===== src/rtl/l80_spi_port_if.sv =====
// CPU-side I/O bus bundle for the l80_spi_port peripheral.
// The CPU (or bench) drives it through the master modport; the peripheral uses the slave modport.
interface l80_spi_port_if;
    logic [7:0] io_addr;
    logic       io_wr;
    logic       io_rd;
    logic [7:0] io_din;
    logic [7:0] io_dout;

    modport master (
        output io_addr,
        output io_wr,
        output io_rd,
        output io_din,
        input  io_dout
    );

    modport slave (
        input  io_addr,
        input  io_wr,
        input  io_rd,
        input  io_din,
        output io_dout
    );
endinterface


===== src/rtl/l80_spi_port.sv =====
// Light8080 SOC SPI master: DATA/STAT/CTRL/DIV registers at BASE_ADDR..+3, one byte per DATA write.
// Define SPI_MODE_SEL_EN to add CPOL/CPHA selection in CTRL[3:2]; otherwise only mode 0 exists.
module l80_spi_port #(
    parameter logic [7:0] BASE_ADDR = 8'h90,
    parameter logic [7:0] DIV_RST   = 8'h03
) (
    input  logic            clk,
    input  logic            rstb,
    l80_spi_port_if.slave   bus,
    output logic            sck,
    output logic            mosi,
    input  logic            miso,
    output logic            ss_n,
    output logic            busy,
    output logic            irq
);

    typedef enum logic {IDLE, XFER} state_t;

    state_t     state_q, state_d;
    logic [7:0] shreg_q;
    logic [7:0] rx_data_q;
    logic [7:0] div_q;
    logic [7:0] cnt_q;
    logic [3:0] edge_cnt_q;
    logic       sck_q;
    logic       mosi_q;
    logic       ss_n_q;
    logic       done_q;
    logic       ovr_q;
    logic       ctrl_lsb_q;
    logic       xfer_lsb_q;

    logic       cfg_cpol;
    logic       cfg_cpha;
    logic       xfer_cpha;

    // Address decode works for any base, including ones not aligned to 4.
    logic [7:0] offset;
    logic       hit;
    logic       wr_data, wr_stat, wr_ctrl, wr_div, rd_data;
    logic       start, ovr_set;
    logic       half_tick, last_edge, sample_edge, drive_edge;
    logic [7:0] shift_val;

    assign offset  = bus.io_addr - BASE_ADDR;
    assign hit     = (offset[7:2] == 6'd0);
    assign wr_data = bus.io_wr & hit & (offset[1:0] == 2'd0);
    assign wr_stat = bus.io_wr & hit & (offset[1:0] == 2'd1);
    assign wr_ctrl = bus.io_wr & hit & (offset[1:0] == 2'd2);
    assign wr_div  = bus.io_wr & hit & (offset[1:0] == 2'd3);
    assign rd_data = bus.io_rd & hit & (offset[1:0] == 2'd0);

    assign start   = wr_data & (state_q == IDLE);
    assign ovr_set = wr_data & (state_q == XFER);

    // edge_cnt_q counts completed edges, so edge number edge_cnt_q+1 is odd when bit 0 is clear.
    assign half_tick   = (state_q == XFER) && (cnt_q == 8'd0);
    assign last_edge   = half_tick && (edge_cnt_q == 4'd15);
    assign sample_edge = half_tick && (edge_cnt_q[0] == xfer_cpha);
    assign drive_edge  = half_tick && (edge_cnt_q[0] != xfer_cpha) && !last_edge;

    assign shift_val = xfer_lsb_q ? {miso, shreg_q[7:1]} : {shreg_q[6:0], miso};

`ifdef SPI_MODE_SEL_EN
    logic ctrl_cpol_q;
    logic ctrl_cpha_q;
    logic xfer_cpha_q;

    always_ff @(posedge clk or negedge rstb) begin
        if (!rstb) begin
            ctrl_cpol_q <= 1'b0;
            ctrl_cpha_q <= 1'b0;
            xfer_cpha_q <= 1'b0;
        end else begin
            if (wr_ctrl) begin
                ctrl_cpol_q <= bus.io_din[3];
                ctrl_cpha_q <= bus.io_din[2];
            end
            if (start) begin
                xfer_cpha_q <= ctrl_cpha_q;
            end
        end
    end

    assign cfg_cpol  = ctrl_cpol_q;
    assign cfg_cpha  = ctrl_cpha_q;
    assign xfer_cpha = xfer_cpha_q;
`else
    assign cfg_cpol  = 1'b0;
    assign cfg_cpha  = 1'b0;
    assign xfer_cpha = 1'b0;
`endif

    // FSM state register
    always_ff @(posedge clk or negedge rstb) begin
        if (!rstb) begin
            state_q <= IDLE;
        end else begin
            state_q <= state_d;
        end
    end

    // FSM next state
    always_comb begin
        state_d = state_q;
        case (state_q)
            IDLE:    if (start)     state_d = XFER;
            XFER:    if (last_edge) state_d = IDLE;
            default: state_d = IDLE;
        endcase
    end

    // FSM outputs and the CPU read mux
    always_comb begin
        busy        = (state_q == XFER);
        irq         = done_q;
        sck         = sck_q;
        mosi        = mosi_q;
        ss_n        = ss_n_q;
        bus.io_dout = 8'h00;
        if (hit) begin
            case (offset[1:0])
                2'd0:    bus.io_dout = rx_data_q;
                2'd1:    bus.io_dout = {5'b0, ovr_q, done_q, (state_q == XFER)};
                2'd2:    bus.io_dout = {4'b0, cfg_cpol, cfg_cpha, ctrl_lsb_q, ~ss_n_q};
                default: bus.io_dout = div_q;
            endcase
        end
    end

    // Shift engine: sck, mosi, shift register and half-period timing
    always_ff @(posedge clk or negedge rstb) begin
        if (!rstb) begin
            shreg_q    <= 8'h00;
            cnt_q      <= 8'h00;
            edge_cnt_q <= 4'd0;
            sck_q      <= 1'b0;
            mosi_q     <= 1'b0;
            xfer_lsb_q <= 1'b0;
        end else if (state_q == IDLE) begin
            sck_q <= cfg_cpol;
            if (start) begin
                shreg_q    <= bus.io_din;
                xfer_lsb_q <= ctrl_lsb_q;
                cnt_q      <= div_q;
                edge_cnt_q <= 4'd0;
                // With CPHA=1 the first bit goes out on the first sck edge instead.
                if (!cfg_cpha) begin
                    mosi_q <= ctrl_lsb_q ? bus.io_din[0] : bus.io_din[7];
                end
            end
        end else begin
            if (cnt_q == 8'd0) begin
                cnt_q      <= div_q;
                sck_q      <= ~sck_q;
                edge_cnt_q <= edge_cnt_q + 4'd1;
            end else begin
                cnt_q <= cnt_q - 8'd1;
            end
            if (sample_edge) begin
                shreg_q <= shift_val;
            end
            if (drive_edge) begin
                mosi_q <= xfer_lsb_q ? shreg_q[0] : shreg_q[7];
            end
        end
    end

    // CPU-visible registers and status flags
    always_ff @(posedge clk or negedge rstb) begin
        if (!rstb) begin
            rx_data_q  <= 8'h00;
            done_q     <= 1'b0;
            ovr_q      <= 1'b0;
            ss_n_q     <= 1'b1;
            ctrl_lsb_q <= 1'b0;
            div_q      <= DIV_RST;
        end else begin
            if (last_edge) begin
                rx_data_q <= sample_edge ? shift_val : shreg_q;
            end
            // Setting a flag beats clearing it in the same cycle.
            if (last_edge) begin
                done_q <= 1'b1;
            end else if (rd_data) begin
                done_q <= 1'b0;
            end
            if (ovr_set) begin
                ovr_q <= 1'b1;
            end else if (wr_stat) begin
                ovr_q <= 1'b0;
            end
            if (wr_ctrl) begin
                ss_n_q     <= ~bus.io_din[0];
                ctrl_lsb_q <= bus.io_din[1];
            end
            if (wr_div) begin
                div_q <= bus.io_din;
            end
        end
    end

endmodule

===== src/flat_wrapper.sv =====
// flat-port wrapper written by rule: the top's interface ports become plain ports
module l80_spi_port_flat 
#(
    parameter logic [7:0] BASE_ADDR = 8'h90,
    parameter logic [7:0] DIV_RST   = 8'h03
)
  (clk, rstb, sck, mosi, miso, ss_n, busy, irq, bus_io_addr, bus_io_wr, bus_io_rd, bus_io_din, bus_io_dout);
  l80_spi_port_if bus_i ();
  input  logic clk;
  input  logic rstb;
  output logic sck;
  output logic mosi;
  input  logic miso;
  output logic ss_n;
  output logic busy;
  output logic irq;
  input wire logic [$bits(bus_i.io_addr)-1:0] bus_io_addr;
  input wire logic [$bits(bus_i.io_wr)-1:0] bus_io_wr;
  input wire logic [$bits(bus_i.io_rd)-1:0] bus_io_rd;
  input wire logic [$bits(bus_i.io_din)-1:0] bus_io_din;
  output wire logic [$bits(bus_i.io_dout)-1:0] bus_io_dout;
  assign bus_i.io_addr = bus_io_addr;
  assign bus_i.io_wr = bus_io_wr;
  assign bus_i.io_rd = bus_io_rd;
  assign bus_i.io_din = bus_io_din;
  assign bus_io_dout = bus_i.io_dout;
  l80_spi_port #(.BASE_ADDR(BASE_ADDR), .DIV_RST(DIV_RST)) u_core (.clk(clk), .rstb(rstb), .bus(bus_i), .sck(sck), .mosi(mosi), .miso(miso), .ss_n(ss_n), .busy(busy), .irq(irq));
endmodule

===== config.mk =====
export PLATFORM = sky130hd
export DESIGN_NAME = l80_spi_port_flat
export DESIGN_NICKNAME = d
export VERILOG_FILES = /design/src/rtl/l80_spi_port_if.sv /design/src/rtl/l80_spi_port.sv /design/src/flat_wrapper.sv
export SDC_FILE = /design/constraint.sdc
export NUM_CORES = 1
export LEC_CHECK = 0
export ABC_AREA = 0
export CAP_MARGIN = 20
export CORE_UTILIZATION = 50
export DETAILED_ROUTE_END_ITERATION = 8
export HOLD_SLACK_MARGIN = 0.03
export PLACE_DENSITY = 0.76
export SLEW_MARGIN = 10
export SYNTH_ARGS = -nofsm -noshare
export SYNTH_HDL_FRONTEND = slang
export SYNTH_SLANG_ARGS = --single-unit
export TNS_END_PERCENT = 20

===== constraint.sdc =====
create_clock -name clk -period 2.05 [get_ports clk]
set_input_delay 0.205 -clock clk [delete_from_list [all_inputs] [get_ports clk]]
set_output_delay 0.205 -clock clk [all_outputs]
set_load 0.02 [all_outputs]

# Word level (Yosys, flattened, before mapping)

Index checks and enable logic that the tools add are counted.

Input port bits: 21
Output and inout port bits: 13
Logic and storage cells: 77
Bits in registers: 44

Bitwise operators: 14
Add/subtract/negate cells: 3
Equal/unequal tests: 6
Reductions and logical operators: 15
Mux-type cells: 26

Operator list:

| kind                                              | count |
|---|---|
| two-way mux 8 bit                                 | 8 |
| one-hot mux 8 bit (3 select lines)                | 1 |
| two-way mux 1 bit                                 | 13 |
| two-way mux 4 bit                                 | 3 |
| AND 1 bit                                         | 9 |
| logical NOT 8 bit                                 | 1 |
| subtractor 8 x 1 -> 8 bit (second input constant) | 1 |
| subtractor 8 bit (second input constant)          | 1 |
| logical NOT 6 bit                                 | 1 |
| AND reduction 2 bit                               | 3 |
| nonzero test 2 bit                                | 3 |
| logical AND 1 bit                                 | 5 |
| NOT 1 bit                                         | 5 |
| adder 4 x 1 -> 4 bit (second input constant)      | 1 |
| == test 2 bit (second input constant)             | 2 |
| == test 4 bit (second input constant)             | 1 |
| inequality test 2 bit (second input constant)     | 2 |
| == test 2 x 1 -> 1 bit (second input constant)    | 1 |
| logical NOT 2 bit                                 | 1 |
| one-hot mux 1 bit (2 select lines)                | 1 |
| logical NOT 1 bit                                 | 1 |

# Longest topological paths before layout

Word-level depth: 7
Mapped depth: 8
Mapped depth without buffers: 6

# Least setup slack after synthesis

No wires, ideal clock.

Kind: reg2reg
Start point: register u_core.cnt_q[5]
End point: register u_core.rx_data_q[6]
Buffers on the path: 2
Data arrival time: 1.959 ns
Required time: 1.923 ns
Setup slack: -0.036 ns
Clock period less this slack: 2.086 ns
Stages on the path, launching flop included: 7
Library setup time: 0.127 ns
Cell sequence: dfrtp_1 -> or4_1 -> buf_2 -> or4_4 -> buf_6 -> a211oi_2 -> o31ai_1

Word-level cells in the longest chain between the ends: 4
Elaborated cells on any way between the ends: 5
Classes of those cells: 1 x mux; 4 x reduce/logical

Ends and longest elaborated chain:

| what                   | line                | source |
|---|---|---|
| start, declared        | l80_spi_port.sv:24  | `logic [7:0] cnt_q;` |
| start signal, assigned | l80_spi_port.sv:146 | `cnt_q <= div_q;` |
| start signal, assigned | l80_spi_port.sv:155 | `cnt_q <= div_q;` |
| start signal, assigned | l80_spi_port.sv:159 | `cnt_q <= cnt_q - 8'd1;` |
| logical NOT 8 bit (*)  | l80_spi_port.sv:58  | `assign half_tick = (state_q == XFER) && (cnt_q == 8'd0);` |
| logical AND 1 bit (*)  | l80_spi_port.sv:58  |  |
| logical AND 1 bit      | l80_spi_port.sv:60  | `assign sample_edge = half_tick && (edge_cnt_q[0] == xfer_cpha);` |
| two-way mux 8 bit      | l80_spi_port.sv:181 | `rx_data_q <= sample_edge ? shift_val : shreg_q;` |
| end signal, assigned   | l80_spi_port.sv:181 |  |
| end, declared          | l80_spi_port.sv:22  | `logic [7:0] rx_data_q;` |

Every way passes the cells marked *; elsewhere a longest branch is shown, timed or not.
A chain may end at the register's enable or synchronous reset.

# Final worst setup path

Start point: register u_core.state_q, in the netlist u_core.busy
End point: register u_core.shreg_q[4]

Word-level cells in the longest chain between the ends: 4
Elaborated cells on any way between the ends: 7
Classes of those cells: 2 x mux; 2 x bitwise; 3 x reduce/logical

Ends and longest elaborated chain:

| what                   | line                | source |
|---|---|---|
| start, declared        | l80_spi_port.sv:20  | `state_t state_q, state_d;` |
| start signal, assigned | l80_spi_port.sv:100 | `state_q <= state_d;` |
| logical AND 1 bit      | l80_spi_port.sv:58  |  |
| logical AND 1 bit      | l80_spi_port.sv:60  |  |
| two-way mux 8 bit      | -                   |  |
| two-way mux 8 bit      | l80_spi_port.sv:141 | `end else if (state_q == IDLE) begin` |
| end signal, assigned   | l80_spi_port.sv:144 | `shreg_q <= bus.io_din;` |
| end signal, assigned   | l80_spi_port.sv:162 | `shreg_q <= shift_val;` |
| end, declared          | l80_spi_port.sv:21  | `logic [7:0] shreg_q;` |

Parallel ways exist; a longest one is shown, timed or not.

==> metrics.txt <==
Initial DRT Pass Iterations 5; M1 wire length roughly 3100 microns; failing checks setup timing; wire per inst ~18 microns; Crit path max-delay family simple AND/OR/NAND/NOR gates; post-CTS setup buffer count 0; Nets 355; Worst path slowest cell or4b_2; Final HPWL DP ~4900 microns; initial antenna violation count 0; Arrival @ worst endpoint 2.28 ns; Worst path max stage delay roughly 0.70 ns; pin count of the biggest net entering global routing 45; placed insts around 390; layout cell share with drive strength beyond 1 around 29%; Critical Path End Type flip-flop; Worst Clk Skew 0.0115 ns; crit-path cells or4b_2 -> nor3_2 -> buf_4 -> buf_4 -> nor3_1 -> nor3_1; Min-Delay Path Class reg -> reg; Final Worst Setup Slack -0.0356 ns; CTS sink count 44; Fin. Hold Viols 0; Final period util 102%; Starting Density a little over half; MaxCap Viol Count 0; CTS tree built; setup TNS -0.0519 ns; EDFF count, synth 0; total grt overflow 0; fmax between 400 and 500 MHz; commonest non-fill, non-tap cell in the layout dfrtp_1; first-pass GRT wire length about 11000 microns; DRT iter0 DRCs 187; RSZ-0062 raised after global routing true; relative slew slack 62.4%; Via density 5.91; PwrDens 726 mW/mm^2; Max Used Layer met4; Avg Synthesized Cell Area between 9 and 10 sq um; most frequent cells in the layout dfrtp_1, buf_4, nor2_1; Post-synth ARST share between 90% and 100%; Rows 25; Die W ~74 microns; Area after DPL between 0.003 and 0.004 sq mm; Synthesis Warnings 0; clk_lat worst skew ~0.3 ns; WHS 0.501 ns; measured slew at the worst slew-check pin about 0.56 ns; met2 WL post-DR about 3400 microns; clk buf depth 2; # DRC 0; ANT cells 0; CORE AREA between 0.004 and 0.005 sq mm; vias in the first global route around 2.2k; Inserted Clock Buffers 5; Mapped Cells 264; DIE AREA 0.00542 sq mm; clock slew at reported path FFs ~0.080 ns; synthesis-stage register bit count 44; via count 2360; kind of critical path reg -> reg; Max Slew Vio Count 0; wire length on met3 446 microns; register area share after synthesis between 40% and 50%; H-tree levels 2; leakage power roughly 1.5 nW; Chip Height approximately 74 microns; I/O pin total 34; area delta synth->final 34.7%; CP startpoint kind flip-flop; post-route insts no fill about 400; top_reg_cell synth dfrtp_1; WP buf/inv 2; I/O Buffers 33; design area 0.00345 sq mm; final wirelength between 7000 and 8000 microns; mapped cell area 0.00256 sq mm; clock root buffer master clkbuf_8; outcome finished with violations; peak supply drop between 0.4 and 0.5 mV; Setup Viol. Count Final 2; minimum clock period roughly 2.1 ns; GPL Wtd Cong between 0.8 and 0.9; Cell variety after synth approximately 50; Crit Path Max Fanout 8; Post-DRT Antenna Nets 0; Critical Path RT approximately 2.2 ns; Final Power between 2 and 3 mW; Synth Net Count 288; Total GRT Usage 26.9%
## what timing repair did
item / 4_1_cts / 5_1_grt
setup endpoints to repair: 26 / 20
endpoints found under the hold margin: 41 / 0
pin swaps: 1 / 2
resized for setup: 15 / 18
hold buffers: 1 / 0
cloned: 0 / 1
## worst paths after layout
check                           cells after the start                              end                       startpoint  slack (ns)
worst max register to register                      6    u_core.shreg_q[4]$_DFFE_PN0P_            u_core.busy$_DFF_PN0_       -0.04
min in group asynchronous                           3      u_core.cnt_q[6]$_DFFE_PN0P_                             rstb        0.51
worst min-delay path                                2  u_core.rx_data_q[2]$_DFFE_PN0P_  u_core.rx_data_q[2]$_DFFE_PN0P_        0.50
max in group asynchronous                           3            u_core.busy$_DFF_PN0_                             rstb        1.13
worst max-delay path                                6    u_core.shreg_q[4]$_DFFE_PN0P_            u_core.busy$_DFF_PN0_       -0.04
worst min register to register                      2  u_core.rx_data_q[2]$_DFFE_PN0P_  u_core.rx_data_q[2]$_DFFE_PN0P_        0.50
## through the flow
stage,setup slack [ns],util [%]
finish,-0.0356,71.7
global route,-0.0885,71.7
CTS,-0.0838,69.5
detailed placement,-0.426,66.5
global placement,-0.307,66.5
floorplan,-0.0359,-
## logic make-up after synthesis
logic type	Yosys count	share of synthesized area [%]
buffers and inverters	23	3.90
adder cells (fa/ha/maj)	3	1.46
AND/OR/NAND/NOR	116	23.5
AO/OA/AOI/OAI	47	14.7
XOR/XNOR	3	1.02
multiplexers	28	12.4
flip-flops	44	43.1
## Yosys cell counts, types with 5 or more instances
library cell	count	share of area, %
clkbuf_1	9	1.3
nor2b_1	10	2.4
mux2i_1	16	6.2
o31ai_1	8	2.3
a211oi_2	8	3.9
buf_2	5	0.98
nor3_1	18	3.5
nand3_1	8	1.6
mux2_2	10	4.4
nand2_1	21	3.1
o21ai_0	6	1.2
dfrtp_1	41	40
nor2_1	32	4.7
inv_1	8	1.2
a22oi_1	5	1.5
## where the power goes
part / switching [mW] / leakage, nW / total [mW] / internal (mW)
clock: 0.309 / 0.0645 / 0.740 / 0.430
combinational: 0.350 / 0.935 / 0.721 / 0.371
sequential: 0.0847 / 0.537 / 1.05 / 0.963
## worst min-delay path: stages (launching register included)
cell and delay [ns]:
dfrtp_1 0.35, nand2_1 0.06, o31ai_1 0.06
## metal layers
layer	up-vias	global-route usage, %
met3	8	4.80
met5	-	0
met4	0	7.05
met1	1154	38.5
li1	1098	-
met2	100	42.0
## flip-flops by register name, indices dropped and copies added, names as in the netlist, 4 cells and up
signal and flops:
u_core.div_q 8, u_core.cnt_q 8, u_core.edge_cnt_q 4, u_core.rx_data_q 8, u_core.shreg_q 8
## layout make-up
cell class	instances	area (sq um)
clock buffer	7	96.3
clock inverter	1	30.0
fill	394	1360
inverter	8	30.0
multi-input combinational	197	1450
sequential	44	1110
tap	67	83.8
timing repair buffer	75	654
(Power assumes the default switching activity.)
